## src/rtl/rv_pkg.sv

```systemverilog
// Shared RV32I core definitions: data/register-file sizing, instruction field
// positions and the register index type.
package rv_pkg;

   localparam int XLEN     = 32;
   localparam int NUM_REGS = 32;
   localparam int IDX_W    = $clog2(NUM_REGS);

   localparam int RS1_LSB = 15;
   localparam int RS2_LSB = 20;
   localparam int RD_LSB  = 7;

   typedef logic [IDX_W-1:0] reg_idx_t;

endpackage

```

## src/rtl/register_file.sv

```systemverilog
// RV32I integer register file: two combinational read ports with write-first
// bypass, one synchronous write port, x0 hardwired to zero, registered write ack.
module register_file
   import rv_pkg::*;
#(
   parameter int XLEN     = rv_pkg::XLEN,
   parameter int NUM_REGS = rv_pkg::NUM_REGS
)
(
   input  logic            clock,
   input  logic            reset,
   input  logic            writeEnable,
   input  logic [31:0]     instruction,
   input  logic [XLEN-1:0] writeData,
   output logic [XLEN-1:0] rs1Data,
   output logic [XLEN-1:0] rs2Data,
   output logic            writeBackComplete
);

   reg_idx_t rs1;
   reg_idx_t rs2;
   reg_idx_t rd;

   // Entry 0 is never stored; reads of x0 are forced to zero below.
   logic [XLEN-1:0] regs [1:NUM_REGS-1];

   logic wr_live;

   assign rs1 = instruction[RS1_LSB +: IDX_W];
   assign rs2 = instruction[RS2_LSB +: IDX_W];
   assign rd  = instruction[RD_LSB  +: IDX_W];

   // Opcode and funct fields play no part in register addressing.
   logic unused_fields;
   assign unused_fields = ^{instruction[31:25], instruction[14:12], instruction[6:0]};

   assign wr_live = writeEnable && (rd != '0);

   always_comb begin
      rs1Data = '0;
      if (wr_live && (rd == rs1)) begin
         rs1Data = writeData;
      end else if (rs1 != '0) begin
         rs1Data = regs[rs1];
      end
   end

   always_comb begin
      rs2Data = '0;
      if (wr_live && (rd == rs2)) begin
         rs2Data = writeData;
      end else if (rs2 != '0) begin
         rs2Data = regs[rs2];
      end
   end

   always_ff @(posedge clock) begin
      if (reset) begin
         for (int i = 1; i < NUM_REGS; i++) begin
            regs[i] <= '0;
         end
         writeBackComplete <= 1'b0;
      end else begin
         writeBackComplete <= writeEnable;
         if (wr_live) begin
            regs[rd] <= writeData;
         end
      end
   end

endmodule

```

## config.mk

```make
export PLATFORM = sky130hd
export DESIGN_NAME = register_file
export DESIGN_NICKNAME = d
export VERILOG_FILES = /design/src/rtl/rv_pkg.sv /design/src/rtl/register_file.sv
export SDC_FILE = /design/constraint.sdc
export NUM_CORES = 2
export LEC_CHECK = 0
export CORE_ASPECT_RATIO = 0.5
export CORE_UTILIZATION = 39
export DETAILED_ROUTE_END_ITERATION = 10
export GPL_ROUTABILITY_DRIVEN = 0
export GPL_TIMING_DRIVEN = 0
export SYNTH_ARGS = -nofsm -noshare
export SYNTH_HDL_FRONTEND = slang
export SYNTH_SLANG_ARGS = --single-unit
```

## constraint.sdc

```tcl
create_clock -name clock -period 7.3 [get_ports clock]
set_clock_uncertainty 0.15 [all_clocks]
set_input_delay 2.19 -clock clock [delete_from_list [all_inputs] [get_ports clock]]
set_output_delay 2.19 -clock clock [all_outputs]
set_load 0.1 [all_outputs]
```

==> flow_summary.json <==
{
  "vdd_ir_drop_max_mv": 0.179,
  "rows": 97,
  "tightest_slew_ns": 1.50,
  "synthCells": 3923,
  "synth_area_um2": 55400,
  "cts-htree-levels": 3,
  "dp_slack_ns": -2.30,
  "synth.top_cell.area_share": 0.555,
  "ys_types": 44,
  "synth-warning-count": 0,
  "cts_buffers": 102,
  "ys_async_sr_fraction": 0,
  "drtIter0Drc": 7203,
  "initial_utilization": 0.394,
  "use_met3": 0.170,
  "crit_fanout": 10,
  "nFillCells": 12500,
  "end_kind": "primary output",
  "yosysSeqAreaShare": 0.556,
  "violations": "negative setup slack",
  "die_x_um": 535,
  "critPathLaunchType": "input pin",
  "die_h_um": 268,
  "maxSlewViolCount": 0,
  "cts.sinks": 1025,
  "wl_per_cell_um": 39.9,
  "synth_common_cells": "1,024 x edfxtp_1, 995 x and2_1, 394 x mux2i_1, 301 x clkbuf_1, 297 x mux4_2",
  "grt_max_degree": 33,
  "finalNetCount": 4230,
  "synth_most_common_cell": "edfxtp_1",
  "cp.required_ns": 4.96,
  "root_buffer": "clkbuf_16",
  "synth_area_per_cell_um2": 14.1,
  "use_met1": 0.413,
  "min_period_ns": 7.44,
  "busiest_layer": "met2",
  "p_total_w": 0.0150,
  "cts_tree": "yes",
  "finalNonFillerCells": 6128,
  "status": "finished with violations",
  "holdCritPathClass": "in2reg",
  "grt_use_total": 0.334,
  "hold_buffers": 0,
  "core_area_um2": 140000,
  "numPortBuffers": 104,
  "place_inst": 5939,
  "antenna_found_initial": 24,
  "drc": 0,
  "grt_first_pass_wirelength_um": 322000,
  "setup_viol": 47,
  "grt_pass1_vias": 38400,
  "finalSetupTns_ns": -3.10,
  "drive_above_1_share": 0.212,
  "dieArea_um2": 144000,
  "timing.final.ws_setup_ns": -0.140,
  "synthTopCellsByArea": "edfxtp_1 56%, mux4_2 12%, and2_1 11%, mux2i_1 7.1%, clkbuf_1 2.0%",
  "synth_edf_count": 1024,
  "detail-route-antenna-nets": 0,
  "gr-total-overflow": 0,
  "cp_data_arrival_time_ns": 5.10,
  "p_leak_nw": 22.3,
  "vias": 40500,
  "clk_pin_slew_ns": 0.07,
  "synth_flop_cell": "edfxtp_1",
  "rsz0062_at_grt": "true",
  "slew_headroom": 0.00199,
  "finalCritPeriodShare": 1.02,
  "syn2layout_area_growth_pct": 13.8,
  "crit_type": "in2out",
  "boundaryPins": 132,
  "first_pass_iters": 6,
  "via_per_inst": 6.62,
  "wl_um": 245000,
  "maxCapViolations": 0,
  "synth_area_leader_cell": "edfxtp_1",
  "met2_usage": 0.471,
  "place_hpwl_um": 164000,
  "hold_viol": 0,
  "fmax_mhz": 134,
  "ys_ff_latch": 1025,
  "clockBufferDepth": 3,
  "cellPowerDensity_nw_per_um2": 238
}
## layer usage
layer  routed length (um)  vias up  part of all wire
met5                  364        -            0.0015
met1                87600    20700              0.36
li1                     -    15500                 -
met4                15600       24             0.064
met2                99500     3535              0.41
met3                41500      847              0.17
## timing repair
action | 4_1_cts | 5_1_grt
endpoints found under the setup margin | 64 | 56
buffers inserted | 3 | 1
resized for setup | 668 | 90
endpoints found under the hold margin | 0 | 0
pin swaps | 10 | 5
## per-stage QoR
step	utilization	area [um2]	hold slack, ns
final	0.449	63000	2.05
after global routing	0.449	63000	2.04
after CTS	0.447	62700	2.01
after detailed placement	0.419	58900	2.78
after global placement	0.419	58900	2.79
after floorplan	-	55500	2.14
## power breakdown
part | switching [W] | internal, W
Sequential | 0.000180 | 0.00681
Clock | 0.00247 | 0.00296
Combinational | 0.00180 | 0.000779
## flip-flops by register name (all words and copies together) (netlist names)
register and flops:
regs 1024, writeBackComplete 1
## cell usage in the layout (no fill, tap or decap), drive strengths merged, types with 31 or more instances in the layout
cell / n
mux4: 320
nand3: 31
o221ai: 43
or2: 31
clkdlybuf4s50: 38
a211oi: 32
mux2i: 394
buf: 178
and2: 995
edfxtp: 1024
a32o: 53
mux2: 65
a22oi: 95
nor2: 58
clkbuf: 425
o22ai: 53
nand2: 109
clkinv: 48
conb: 32
a21oi: 64
## kinds of logic after synthesis
kind of cell,Yosys count,synth area share
other cells,1,0.0000677
flops,1025,0.556
xor+xnor,10,0.00158
mux,779,0.216
buf+inv,423,0.0333
compound gates,429,0.0592
simple gates,1256,0.134
## critical path, stage by stage
cell and delay (ns):
clkdlybuf4s50_1 0.67, buf_2 0.43, clkbuf_1 0.76, a211oi_1 0.10
nand2_1 0.20, a32o_1 0.27, buf_2 0.46
## cell type report
class,count,area (um2),area share
Timing Repair Buffer,108,881,0.0140
Buffer,419,2530,0.0401
Clock buffer,118,2630,0.0418
Tap cell,1881,2350,0.0374
Multi-Input combinational cell,2506,23200,0.369
Inverter,1,3.75,0.0000596
Antenna cell,5,12.5,0.000199
Sequential cell,1025,30800,0.488
Clock inverter,65,589,0.00935
## final timing paths
| path | slack, ns | end | depth (start not counted) | start |
|---|---|---|---|---|
| worst max-delay path | -0.14 | rs2Data[20] | 7 | instruction[24] |
| worst min-delay path | 2.05 | regs[0][3] | 1 | writeData[3] |
(Power assumes the default switching activity.)
